**src/rtl/bcd_timer_core_pkg.sv**
```systemverilog
`default_nettype none
// +----------------------------------------------------------------------------+
// | Package     : stopwatch_pkg                                                |
// | Description : Shared types and constants for the mm:ss BCD timer.          |
// |               State encoding of the timer FSM and the BCD digit constants  |
// |               used by the field counters.                                  |
// | Revision    : 1.0 - initial release                                        |
// +----------------------------------------------------------------------------+
package stopwatch_pkg;

    typedef enum logic [1:0] {
        ST_RUN     = 2'd0,
        ST_PAUSED  = 2'd1,
        ST_ADJUST  = 2'd2,
        ST_EXPIRED = 2'd3
    } state_t;

    localparam logic [3:0] c_BCD_NINE = 4'd9;
    localparam logic [3:0] c_BCD_FIVE = 4'd5;
    localparam logic [3:0] c_BCD_ZERO = 4'd0;

endpackage : stopwatch_pkg
`default_nettype wire

```
**src/rtl/bcd_timer_core_if.sv**
```systemverilog
`default_nettype none
// +----------------------------------------------------------------------------+
// | Interface   : bcd_timer_core_if                                            |
// | Description : Control inputs and display outputs of bcd_timer_core.        |
// |   master : drives ticks/levels, observes digits and flags                  |
// |   slave  : the timer core                                                  |
// |   tick_1hz, tick_2hz        single-cycle count / adjust enables            |
// |   button_pause, switch_adj, switch_sel, mode_down   debounced levels       |
// |   button_lap                only when LAP_HOLD_EN is defined               |
// |   bcd_*                     four BCD digits mm:ss                          |
// |   is_adj, is_sel_sec, done, running   status flags                         |
// | Revision    : 1.0 - initial release                                        |
// +----------------------------------------------------------------------------+
interface bcd_timer_core_if;

    logic       tick_1hz;
    logic       tick_2hz;
    logic       button_pause;
    logic       switch_adj;
    logic       switch_sel;
    logic       mode_down;
`ifdef LAP_HOLD_EN
    logic       button_lap;
`endif
    logic [3:0] bcd_min_tens;
    logic [3:0] bcd_min_ones;
    logic [3:0] bcd_sec_tens;
    logic [3:0] bcd_sec_ones;
    logic       is_adj;
    logic       is_sel_sec;
    logic       done;
    logic       running;

    modport master (
        output tick_1hz, tick_2hz, button_pause, switch_adj, switch_sel, mode_down,
`ifdef LAP_HOLD_EN
        output button_lap,
`endif
        input  bcd_min_tens, bcd_min_ones, bcd_sec_tens, bcd_sec_ones,
        input  is_adj, is_sel_sec, done, running
    );

    modport slave (
        input  tick_1hz, tick_2hz, button_pause, switch_adj, switch_sel, mode_down,
`ifdef LAP_HOLD_EN
        input  button_lap,
`endif
        output bcd_min_tens, bcd_min_ones, bcd_sec_tens, bcd_sec_ones,
        output is_adj, is_sel_sec, done, running
    );

endinterface : bcd_timer_core_if
`default_nettype wire

```
**src/rtl/bcd_field_counter.sv**
```systemverilog
`default_nettype none
// +----------------------------------------------------------------------------+
// | Module      : bcd_field_counter                                            |
// | Description : Two-digit BCD up/down counter with programmable upper limit. |
// |   inc/dec      step by one (inc wins if both asserted)                     |
// |   carry_en     allows wrap_out to report a wrap to the next field          |
// |   limit_*      highest value of the field, wraps limit <-> 00              |
// |   tens/ones    registered digits                                           |
// |   wrap_out     combinational: this step wraps (qualified by carry_en)      |
// |   is_zero      field currently reads 00                                    |
// | Revision    : 1.0 - initial release                                        |
// +----------------------------------------------------------------------------+
module bcd_field_counter
    import stopwatch_pkg::*;
(
    input  logic       clk,
    input  logic       rst_n,
    input  logic       inc,
    input  logic       dec,
    input  logic       carry_en,
    input  logic [3:0] limit_tens,
    input  logic [3:0] limit_ones,
    output logic [3:0] tens,
    output logic [3:0] ones,
    output logic       wrap_out,
    output logic       is_zero
);

    logic [3:0] r_tens;
    logic [3:0] r_ones;
    logic       w_at_limit;

    assign w_at_limit = (r_tens == limit_tens) && (r_ones == limit_ones);
    assign is_zero    = (r_tens == c_BCD_ZERO) && (r_ones == c_BCD_ZERO);
    assign wrap_out   = carry_en && ((inc && w_at_limit) || (dec && is_zero));
    assign tens       = r_tens;
    assign ones       = r_ones;

    always_ff @(posedge clk or negedge rst_n) begin
        if (!rst_n) begin
            r_tens <= c_BCD_ZERO;
            r_ones <= c_BCD_ZERO;
        end else if (inc) begin
            if (w_at_limit) begin
                r_tens <= c_BCD_ZERO;
                r_ones <= c_BCD_ZERO;
            end else if (r_ones == c_BCD_NINE) begin
                r_ones <= c_BCD_ZERO;
                r_tens <= r_tens + 4'd1;
            end else begin
                r_ones <= r_ones + 4'd1;
            end
        end else if (dec) begin
            if (is_zero) begin
                r_tens <= limit_tens;
                r_ones <= limit_ones;
            end else if (r_ones == c_BCD_ZERO) begin
                r_ones <= c_BCD_NINE;
                r_tens <= r_tens - 4'd1;
            end else begin
                r_ones <= r_ones - 4'd1;
            end
        end
    end

endmodule : bcd_field_counter
`default_nettype wire

```
**src/rtl/bcd_timer_core.sv**
```systemverilog
`default_nettype none
// +----------------------------------------------------------------------------+
// | Module      : bcd_timer_core                                               |
// | Description : mm:ss BCD timer with count-up/count-down, minute limit,      |
// |               expiry flag and field adjust mode.                           |
// |   clk_100mhz   system clock, rising edge                                   |
// |   rst_n        asynchronous active-low reset                               |
// |   bus          bcd_timer_core_if.slave: ticks, debounced levels in;        |
// |                BCD digits and is_adj/is_sel_sec/done/running out           |
// |   MAX_MIN      highest minute value (1..99)                                |
// |   START_RUNNING  1 = RUN after reset, 0 = PAUSED after reset               |
// |   Macro LAP_HOLD_EN: adds button_lap and a lap snapshot of the digits.     |
// | Revision    : 1.0 - initial release                                        |
// +----------------------------------------------------------------------------+
module bcd_timer_core
    import stopwatch_pkg::*;
#(
    parameter int MAX_MIN       = 99,
    parameter bit START_RUNNING = 1'b0
) (
    input  logic                    clk_100mhz,
    input  logic                    rst_n,
    bcd_timer_core_if.slave         bus
);

    localparam logic [3:0] c_MIN_TENS    = 4'(MAX_MIN / 10);
    localparam logic [3:0] c_MIN_ONES    = 4'(MAX_MIN % 10);
    localparam state_t     c_RESET_STATE = START_RUNNING ? ST_RUN : ST_PAUSED;

    state_t     r_state;
    state_t     w_state_nxt;
    logic       r_pause_q;
    logic       r_running;
    logic       r_done;
    logic       r_is_adj;
    logic       r_is_sel_sec;

    logic       w_pause_edge;
    logic       w_run_step;
    logic       w_adj_step;
    logic       w_time_zero;
    logic       w_next_zero;

    logic [3:0] w_min_tens, w_min_ones, w_sec_tens, w_sec_ones;
    logic       w_sec_inc, w_sec_dec, w_sec_wrap, w_sec_zero;
    logic       w_min_inc, w_min_dec, w_min_zero;
    // Minutes are the top field: their wrap has nowhere to go.
    logic       w_min_wrap_unused;

    assign w_pause_edge = bus.button_pause && !r_pause_q;

    // switch_adj overrides every other event, so it also masks stepping.
    assign w_run_step = (r_state == ST_RUN)    && !bus.switch_adj && bus.tick_1hz;
    assign w_adj_step = (r_state == ST_ADJUST) &&  bus.switch_adj && bus.tick_2hz;

    assign w_time_zero = w_min_zero && w_sec_zero;
    assign w_next_zero = w_min_zero && (w_sec_tens == c_BCD_ZERO) && (w_sec_ones == 4'd1);

    // A down tick at 00:00 must not decrement (would wrap to MAX_MIN:59).
    assign w_sec_inc = (w_run_step && !bus.mode_down) || (w_adj_step && bus.switch_sel);
    assign w_sec_dec = w_run_step && bus.mode_down && !w_time_zero;
    assign w_min_inc = (w_sec_wrap && !bus.mode_down) || (w_adj_step && !bus.switch_sel);
    assign w_min_dec = w_sec_wrap && bus.mode_down;

    bcd_field_counter u_sec (
        .clk        (clk_100mhz),
        .rst_n      (rst_n),
        .inc        (w_sec_inc),
        .dec        (w_sec_dec),
        .carry_en   (w_run_step),
        .limit_tens (c_BCD_FIVE),
        .limit_ones (c_BCD_NINE),
        .tens       (w_sec_tens),
        .ones       (w_sec_ones),
        .wrap_out   (w_sec_wrap),
        .is_zero    (w_sec_zero)
    );

    bcd_field_counter u_min (
        .clk        (clk_100mhz),
        .rst_n      (rst_n),
        .inc        (w_min_inc),
        .dec        (w_min_dec),
        .carry_en   (1'b0),
        .limit_tens (c_MIN_TENS),
        .limit_ones (c_MIN_ONES),
        .tens       (w_min_tens),
        .ones       (w_min_ones),
        .wrap_out   (w_min_wrap_unused),
        .is_zero    (w_min_zero)
    );

    always_comb begin
        w_state_nxt = r_state;
        if (bus.switch_adj) begin
            w_state_nxt = ST_ADJUST;
        end else begin
            case (r_state)
                ST_RUN: begin
                    // Pause wins over expiry; the step itself is still applied.
                    if (w_pause_edge)
                        w_state_nxt = ST_PAUSED;
                    else if (bus.tick_1hz && bus.mode_down && (w_time_zero || w_next_zero))
                        w_state_nxt = ST_EXPIRED;
                end
                ST_PAUSED: begin
                    if (w_pause_edge && !(bus.mode_down && w_time_zero))
                        w_state_nxt = ST_RUN;
                end
                ST_ADJUST:  w_state_nxt = ST_PAUSED;
                ST_EXPIRED: begin
                    if (w_pause_edge)
                        w_state_nxt = ST_PAUSED;
                end
                default:    w_state_nxt = c_RESET_STATE;
            endcase
        end
    end

    // Status flags are registered from the next state so they line up with r_state.
    always_ff @(posedge clk_100mhz or negedge rst_n) begin
        if (!rst_n) begin
            r_state      <= c_RESET_STATE;
            r_running    <= START_RUNNING;
            r_done       <= 1'b0;
            r_is_adj     <= 1'b0;
            r_is_sel_sec <= 1'b0;
            r_pause_q    <= 1'b0;
        end else begin
            r_state      <= w_state_nxt;
            r_running    <= (w_state_nxt == ST_RUN);
            r_done       <= (w_state_nxt == ST_EXPIRED);
            r_is_adj     <= (w_state_nxt == ST_ADJUST);
            r_is_sel_sec <= bus.switch_sel;
            r_pause_q    <= bus.button_pause;
        end
    end

    assign bus.running    = r_running;
    assign bus.done       = r_done;
    assign bus.is_adj     = r_is_adj;
    assign bus.is_sel_sec = r_is_sel_sec;

`ifdef LAP_HOLD_EN
    logic       r_lap_q;
    logic       r_lap_hold;
    logic [3:0] r_snap_min_tens, r_snap_min_ones, r_snap_sec_tens, r_snap_sec_ones;
    logic       w_lap_edge;

    assign w_lap_edge = bus.button_lap && !r_lap_q;

    always_ff @(posedge clk_100mhz or negedge rst_n) begin
        if (!rst_n) begin
            r_lap_q         <= 1'b0;
            r_lap_hold      <= 1'b0;
            r_snap_min_tens <= c_BCD_ZERO;
            r_snap_min_ones <= c_BCD_ZERO;
            r_snap_sec_tens <= c_BCD_ZERO;
            r_snap_sec_ones <= c_BCD_ZERO;
        end else begin
            r_lap_q <= bus.button_lap;
            if (r_state != ST_RUN) begin
                r_lap_hold <= 1'b0;
            end else if (w_lap_edge) begin
                r_lap_hold <= !r_lap_hold;
                if (!r_lap_hold) begin
                    r_snap_min_tens <= w_min_tens;
                    r_snap_min_ones <= w_min_ones;
                    r_snap_sec_tens <= w_sec_tens;
                    r_snap_sec_ones <= w_sec_ones;
                end
            end
        end
    end

    assign bus.bcd_min_tens = r_lap_hold ? r_snap_min_tens : w_min_tens;
    assign bus.bcd_min_ones = r_lap_hold ? r_snap_min_ones : w_min_ones;
    assign bus.bcd_sec_tens = r_lap_hold ? r_snap_sec_tens : w_sec_tens;
    assign bus.bcd_sec_ones = r_lap_hold ? r_snap_sec_ones : w_sec_ones;
`else
    assign bus.bcd_min_tens = w_min_tens;
    assign bus.bcd_min_ones = w_min_ones;
    assign bus.bcd_sec_tens = w_sec_tens;
    assign bus.bcd_sec_ones = w_sec_ones;
`endif

endmodule : bcd_timer_core
`default_nettype wire

```
**src/flat_wrapper.sv**
```systemverilog
// flat-port wrapper written by rule: the top's interface ports become plain ports
module bcd_timer_core_flat import stopwatch_pkg::*;
#(
    parameter int MAX_MIN       = 99,
    parameter bit START_RUNNING = 1'b0
)
  (clk_100mhz, rst_n, bus_tick_1hz, bus_tick_2hz, bus_button_pause, bus_switch_adj, bus_switch_sel, bus_mode_down, bus_bcd_min_tens, bus_bcd_min_ones, bus_bcd_sec_tens, bus_bcd_sec_ones, bus_is_adj, bus_is_sel_sec, bus_done, bus_running);
  bcd_timer_core_if bus_i ();
  input  logic clk_100mhz;
  input  logic rst_n;
  input wire logic [$bits(bus_i.tick_1hz)-1:0] bus_tick_1hz;
  input wire logic [$bits(bus_i.tick_2hz)-1:0] bus_tick_2hz;
  input wire logic [$bits(bus_i.button_pause)-1:0] bus_button_pause;
  input wire logic [$bits(bus_i.switch_adj)-1:0] bus_switch_adj;
  input wire logic [$bits(bus_i.switch_sel)-1:0] bus_switch_sel;
  input wire logic [$bits(bus_i.mode_down)-1:0] bus_mode_down;
  output wire logic [$bits(bus_i.bcd_min_tens)-1:0] bus_bcd_min_tens;
  output wire logic [$bits(bus_i.bcd_min_ones)-1:0] bus_bcd_min_ones;
  output wire logic [$bits(bus_i.bcd_sec_tens)-1:0] bus_bcd_sec_tens;
  output wire logic [$bits(bus_i.bcd_sec_ones)-1:0] bus_bcd_sec_ones;
  output wire logic [$bits(bus_i.is_adj)-1:0] bus_is_adj;
  output wire logic [$bits(bus_i.is_sel_sec)-1:0] bus_is_sel_sec;
  output wire logic [$bits(bus_i.done)-1:0] bus_done;
  output wire logic [$bits(bus_i.running)-1:0] bus_running;
  assign bus_i.tick_1hz = bus_tick_1hz;
  assign bus_i.tick_2hz = bus_tick_2hz;
  assign bus_i.button_pause = bus_button_pause;
  assign bus_i.switch_adj = bus_switch_adj;
  assign bus_i.switch_sel = bus_switch_sel;
  assign bus_i.mode_down = bus_mode_down;
  assign bus_bcd_min_tens = bus_i.bcd_min_tens;
  assign bus_bcd_min_ones = bus_i.bcd_min_ones;
  assign bus_bcd_sec_tens = bus_i.bcd_sec_tens;
  assign bus_bcd_sec_ones = bus_i.bcd_sec_ones;
  assign bus_is_adj = bus_i.is_adj;
  assign bus_is_sel_sec = bus_i.is_sel_sec;
  assign bus_done = bus_i.done;
  assign bus_running = bus_i.running;
  bcd_timer_core #(.MAX_MIN(MAX_MIN), .START_RUNNING(START_RUNNING)) u_core (.clk_100mhz(clk_100mhz), .rst_n(rst_n), .bus(bus_i));
endmodule
```
**config.mk**
```make
export PLATFORM = sky130hd
export DESIGN_NAME = bcd_timer_core_flat
export DESIGN_NICKNAME = d
export VERILOG_FILES = /design/src/rtl/bcd_timer_core_pkg.sv /design/src/rtl/bcd_timer_core_if.sv /design/src/rtl/bcd_field_counter.sv /design/src/rtl/bcd_timer_core.sv /design/src/flat_wrapper.sv
export SDC_FILE = /design/constraint.sdc
export NUM_CORES = 1
export LEC_CHECK = 0
export CAP_MARGIN = 25
export CORE_AREA = 2 2 58 87
export CTS_BUF_LIST = sky130_fd_sc_hd__clkbuf_2 sky130_fd_sc_hd__clkbuf_4 sky130_fd_sc_hd__clkbuf_8
export DETAILED_ROUTE_END_ITERATION = 7
export DIE_AREA = 0 0 60 89
export GPL_TIMING_DRIVEN = 0
export SLEW_MARGIN = 20
export SYNTH_ARGS = -nofsm -noshare
export SYNTH_HDL_FRONTEND = slang
export SYNTH_SLANG_ARGS = --single-unit
```
**constraint.sdc**
```tcl
create_clock -name clk_100mhz -period 2.8 [get_ports clk_100mhz]
set_input_delay 0.28 -clock clk_100mhz [delete_from_list [all_inputs] [get_ports clk_100mhz]]
set_output_delay 0.28 -clock clk_100mhz [all_outputs]
set_load 0.05 [all_outputs]
```
# Yosys cells after proc, flatten, opt, wreduce, memory -nomap -nowiden
# Index checks and enable logic that the tools add are counted.
# totals
mem_bits_ro	0
regBits	23
mem_bits_rw	0
input_bits	8
latch_bits	0
memories	0
# classes
shift	0
n_div	0
n_reduce_logical	48
multipliers	0
n_mux	30
bitwise	0
add_sub_neg	8
n_eq_ne	12
n_lt_le_gt_ge	0
# op_table
operator	count
$mux 4	24
$logic_and 1x1->1	26
$add 4x1->4 const B	4
$logic_not 4->1	4
$sub 4x1->4 const B	4
$eq 4x4->1 const B	3
$mux 2	5
$eq 2x2->1 const B	4
$pmux 2 s4	1
$logic_not 1->1	6
$ne 3x1->1 const B	2
$reduce_and 3->1	2
$reduce_bool 3->1	2
$eq 4x1->1 const B	1
$eq 4x3->1 const B	1
$logic_not 2->1	2
$logic_or 1x1->1	4
$reduce_bool 2->1	2
$eq 2x1->1 const B	1

# Logic depth before layout (Yosys ltp)
# logic_depth
depth_word	12
depth_mapped	8

# By module
# Synthesis repeated with hierarchy kept, for this count alone.
# hier_totals
hier_cells	237
area_unflattened_um2	2060.7
# by_module_without_submodules
mod	area_per_inst_um2	n_inst	cells_each	seq_area_each_um2
bcd_field_counter	849.6	2	101	200.2
bcd_timer_core	361.6	1	35	176.4

# Least setup slack after synthesis
# No wires, ideal clock.
# synth_path
path_kind	reg-to-reg
from	register u_core.u_sec.r_ones[1], in the netlist u_core.u_sec.ones[1]
to	register u_core.u_min.r_tens[0], in the netlist u_core.u_min.tens[0]
setup_time_ns	0.125
path_slack_ns	0.167
arrival_time_ns	2.508
t_required_ns	2.675
path_stages_with_launch	8
n_path_buf	0
path_cell_list	dfrtp_1 > inv_1 > ha_1 > nor3b_4 > nand2_1 > nor4b_1 > or2_2 > mux2_2
# synth_between
elab_chain_cells	12
elab_cells_between_ends	19
classes_between	eq/ne: 2; mux: 1; reduce/logical: 16
# synth_rtl
element	line_no	source
start: declaration	bcd_field_counter.sv:30	logic [3:0] r_ones;
start signal: assignment	bcd_field_counter.sv:42	r_ones <= c_BCD_ZERO;
start signal: assignment	bcd_field_counter.sv:46	r_ones <= c_BCD_ZERO;
start signal: assignment	bcd_field_counter.sv:48	r_ones <= c_BCD_ZERO;
$logic_not 4->1	bcd_field_counter.sv:34	assign is_zero = (r_tens == c_BCD_ZERO) && (r_ones == c_BCD_ZERO);
$logic_and 1x1->1	bcd_field_counter.sv:34	
$logic_and 1x1->1	bcd_timer_core.sv:56	assign w_time_zero = w_min_zero && w_sec_zero;
$logic_not 1->1	bcd_timer_core.sv:61	assign w_sec_dec = w_run_step && bus.mode_down && !w_time_zero;
$logic_and 1x1->1	bcd_timer_core.sv:61	
$logic_and 1x1->1	bcd_field_counter.sv:35	assign wrap_out = carry_en && ((inc && w_at_limit) || (dec && is_zero));
$logic_or 1x1->1 *	bcd_field_counter.sv:35	
$logic_and 1x1->1 *	bcd_field_counter.sv:35	
$logic_and 1x1->1	bcd_timer_core.sv:62	assign w_min_inc = (w_sec_wrap && !bus.mode_down) || (w_adj_step && !bus.switch_sel);
$logic_or 1x1->1	bcd_timer_core.sv:62	
$ne 3x1->1 (no line) (tied with other cells)	-	
$reduce_and 3->1 (no line)	-	
end signal: assignment	bcd_field_counter.sv:49	r_tens <= r_tens + 4'd1;
end signal: assignment	bcd_field_counter.sv:55	r_tens <= limit_tens;
end signal: assignment	bcd_field_counter.sv:59	r_tens <= r_tens - 4'd1;
end: declaration	bcd_field_counter.sv:29	logic [3:0] r_tens;
# Every way passes the cells marked *; elsewhere a longest branch is shown, timed or not.
# A chain may end at the register's enable or synchronous reset.

# Worst setup path in the final report
# Same ends and word-level chain as after synthesis.

==> results_dict.tcl <==
set metrics [dict create \
    outcome "finished with violations" \
    synth_edf_count 0 \
    cts.path.max_buffers 2 \
    slew_headroom_pct 45.2 \
    crit_slowest_cell "or4_4" \
    max_stage_delay_ns 0.56 \
    clock_latency_ns 0.27 \
    tightest_slew_ns 0.815 \
    insertedDiodeCount 0 \
    clkTransAtPathRegs_ns 0.09 \
    grt_pass1_wl_um 7270 \
    synth_nets 224 \
    core_sq_um 4540 \
    synth_seq_cells 23 \
    post_cts_buffers 0 \
    whs_ns -0.0300 \
    arrival_ns 2.73 \
    die_w_um 60 \
    routed_wl_um 4220 \
    grt_antenna_before_repair 0 \
    period_share_pct 91.6 \
    fin_nets 256 \
    worst_slack_ns 0.235 \
    place_hpwl_um 3140 \
    yosysSeqAreaShare_pct 32.2 \
    clock_skew_ns 0.00363 \
    synth_ff_type "dfrtp_1" \
    critPathKind "reg2reg" \
    worstPathMaxFanout 7 \
    num_rows 30 \
    yosys_warnings 0 \
    violations "negative hold slack" \
    drc_errors 0 \
    netlist_instances 205 \
    area_delta_synth_final_pct 23.1 \
    viasPerCell 5.47 \
    start_util_pct 39.5 \
    wl_per_cell_um 14.1 \
    path_cells "inv_1 > ha_1 > nand3b_4 > or4_4 > a21oi_1 > or2_2 > mux2_2" \
    async_flop_share_pct 100 \
    drv_cap 0 \
    ys_types 59 \
    period_needed_ns 2.56 \
    finalHoldViolCount 22 \
    crit_required_ns 2.97 \
    slew_viol_final 0 \
    post-route-util_pct 48.6 \
    globalplace.congestion 0.830 \
    syn_area_per_cell_sq_um 8.75 \
    drt_iter0_drc 49 \
    grt_usage_pct 17.5 \
    leakage_uw 0.000918 \
    grt_max_degree 24 \
    fmax_ghz 0.390 \
    dieArea_sq_um 5340 \
    root_buffer "clkbuf_8" \
    ios 28 \
    ir_drop_mv 0.505 \
    die_h_um 89 \
    numCtsBuffers 3 \
    drive_gt1_share_pct 9.75 \
    post_dp_cell_area_sq_um 2140 \
    cts.sinks 23 \
    portBuffers 27 \
    h-tree-depth 1 \
    netlist_area_sq_um 1790 \
    grt_pass1_vias 1591 \
    worst_setup_path_start_kind "register" \
    dr.pass1.iters 4 \
    final_area_sq_um 2210 \
    cts_tree "built" \
    ant_nets 0 \
    vias 1642 \
    p_per_area_nw_per_um2 951 \
    place_ws_ns 0.00957 \
    grt_setup_unrepaired "yes" \
    cp-end-kind "register" \
    hold_path_class "in2async" \
    setup_viol 0 \
    overflow 0 \
]
-- worst max-delay path, delay by kind of cell, from the launching register on --
kind	cells	cell delay (ns)
simple gates	3	0.92
mux	1	0.32
buf+inv	1	0.11
flops	1	0.44
compound gates	1	0.40
fa+ha+maj	1	0.26
-- per-stage QoR --
stage               instances  setup TNS [ns]  total power (uW)
floorplan                 205               0              1520
global placement          296         -0.0251              1880
detailed placement        296               0              1880
CTS                       300               0              2110
global route              300         -0.0327              2270
finish                    300               0              2100
-- layout by cell type, fill, tap and decap left out, types with 2 or more instances in the layout --
master	count
nand2_1	13
o211a_1	2
and3_1	4
clkbuf_1	5
nand3_1	8
buf_2	2
o22ai_1	4
a21boi_0	2
or2_2	2
a31oi_1	2
xnor2_1	2
nand2b_1	2
o31ai_1	3
a311oi_1	3
nor3b_1	2
mux2_2	2
clkdlybuf4s50_1	26
and2_1	3
inv_1	16
nor3_1	10
nand3b_1	2
clkbuf_8	3
o21ai_0	13
nor4_2	2
nand4_1	4
nor2_1	15
o211ai_1	4
a21oi_1	11
a21o_1	2
o22a_1	2
ha_1	11
dfrtp_1	22
a211oi_1	2
-- state kept, by name, summed over array words and instances (netlist names) --
name	cells
u_core.bus.done	1
u_core.bus.is_adj	1
u_core.bus.is_sel_sec	1
u_core.bus.running	1
u_core.r_pause_q	1
u_core.r_state	2
u_core.u_min.ones	4
u_core.u_min.tens	4
u_core.u_sec.ones	4
u_core.u_sec.tens	4
-- timing repair --
| action | in CTS | in global routing |
|---|---|---|
| hold buffers | 0 | 0 |
| endpoints found under the hold margin | 0 | 0 |
| resized for setup | 1 | 2 |
| setup endpoints to repair | 1 | 8 |
-- cells in the mapped netlist, drive strengths merged, types with 4 or more instances --
| library cell | instances | area, sq um |
|---|---|---|
| a21oi | 11 | 55.1 |
| nand3 | 8 | 40.0 |
| o22ai | 4 | 25.0 |
| clkbuf | 6 | 23.8 |
| and3 | 4 | 25.0 |
| ha | 11 | 138 |
| o21ai | 13 | 65.1 |
| nand2 | 13 | 48.8 |
| nor2 | 15 | 56.3 |
| inv | 16 | 60.1 |
| nand4 | 4 | 25.0 |
| nor3 | 10 | 50.1 |
| a311oi | 4 | 35.0 |
| o211ai | 4 | 30.0 |
| dfrtp | 22 | 551 |
-- routing by layer --
metal	track usage, %	vias to the layer above	wire length (um)
li1	-	835	-
met1	21.2	764	1890
met2	30.0	31	2090
met3	2.46	12	119
met4	7.88	0	119
met5	0	-	0
-- final cells by class --
class | count | area (sq um)
Fill cell | 446 | 2330
Multi-Input combinational cell | 158 | 1140
Buffer | 8 | 40.0
Timing Repair Buffer | 27 | 265
Clock inverter | 1 | 7.51
Sequential cell | 23 | 577
Tap cell | 64 | 80.1
Inverter | 16 | 60.1
Clock buffer | 3 | 41.3
-- path summary, 6_finish.rpt --
check / startpoint / to / slack, ns / cells after the start
worst max register to register: u_core.u_sec.ones[1] / u_core.u_min.tens[0] / 0.24 / 7
worst min-delay path: rst_n / u_core.bus.running / -0.03 / 1
max in group asynchronous: rst_n / u_core.r_state[0] / 2.47 / 1
worst max-delay path: u_core.u_sec.ones[1] / u_core.u_min.tens[0] / 0.24 / 7
worst min register to register: u_core.u_sec.tens[1] / u_core.u_sec.tens[1] / 0.61 / 2
min in group clk_100mhz: bus_button_pause / u_core.r_pause_q / 0.46 / 1
-- where the power goes --
part	internal (uW)	leakage [uW]	switching (uW)
combinational	480	0.000627	799
sequential	435	0.000269	163
clock	101	0.0000217	121
total	1020	0.000918	1080
-- kinds of logic after synthesis --
logic type	after synthesis	share of synthesized area [%]
compound gates	63	25.3
flops	23	32.2
simple gates	78	26.0
xor+xnor	3	1.47
mux	3	1.81
fa+ha+maj	11	7.68
buf+inv	24	5.58
Power figures use the tool's default switching activity.
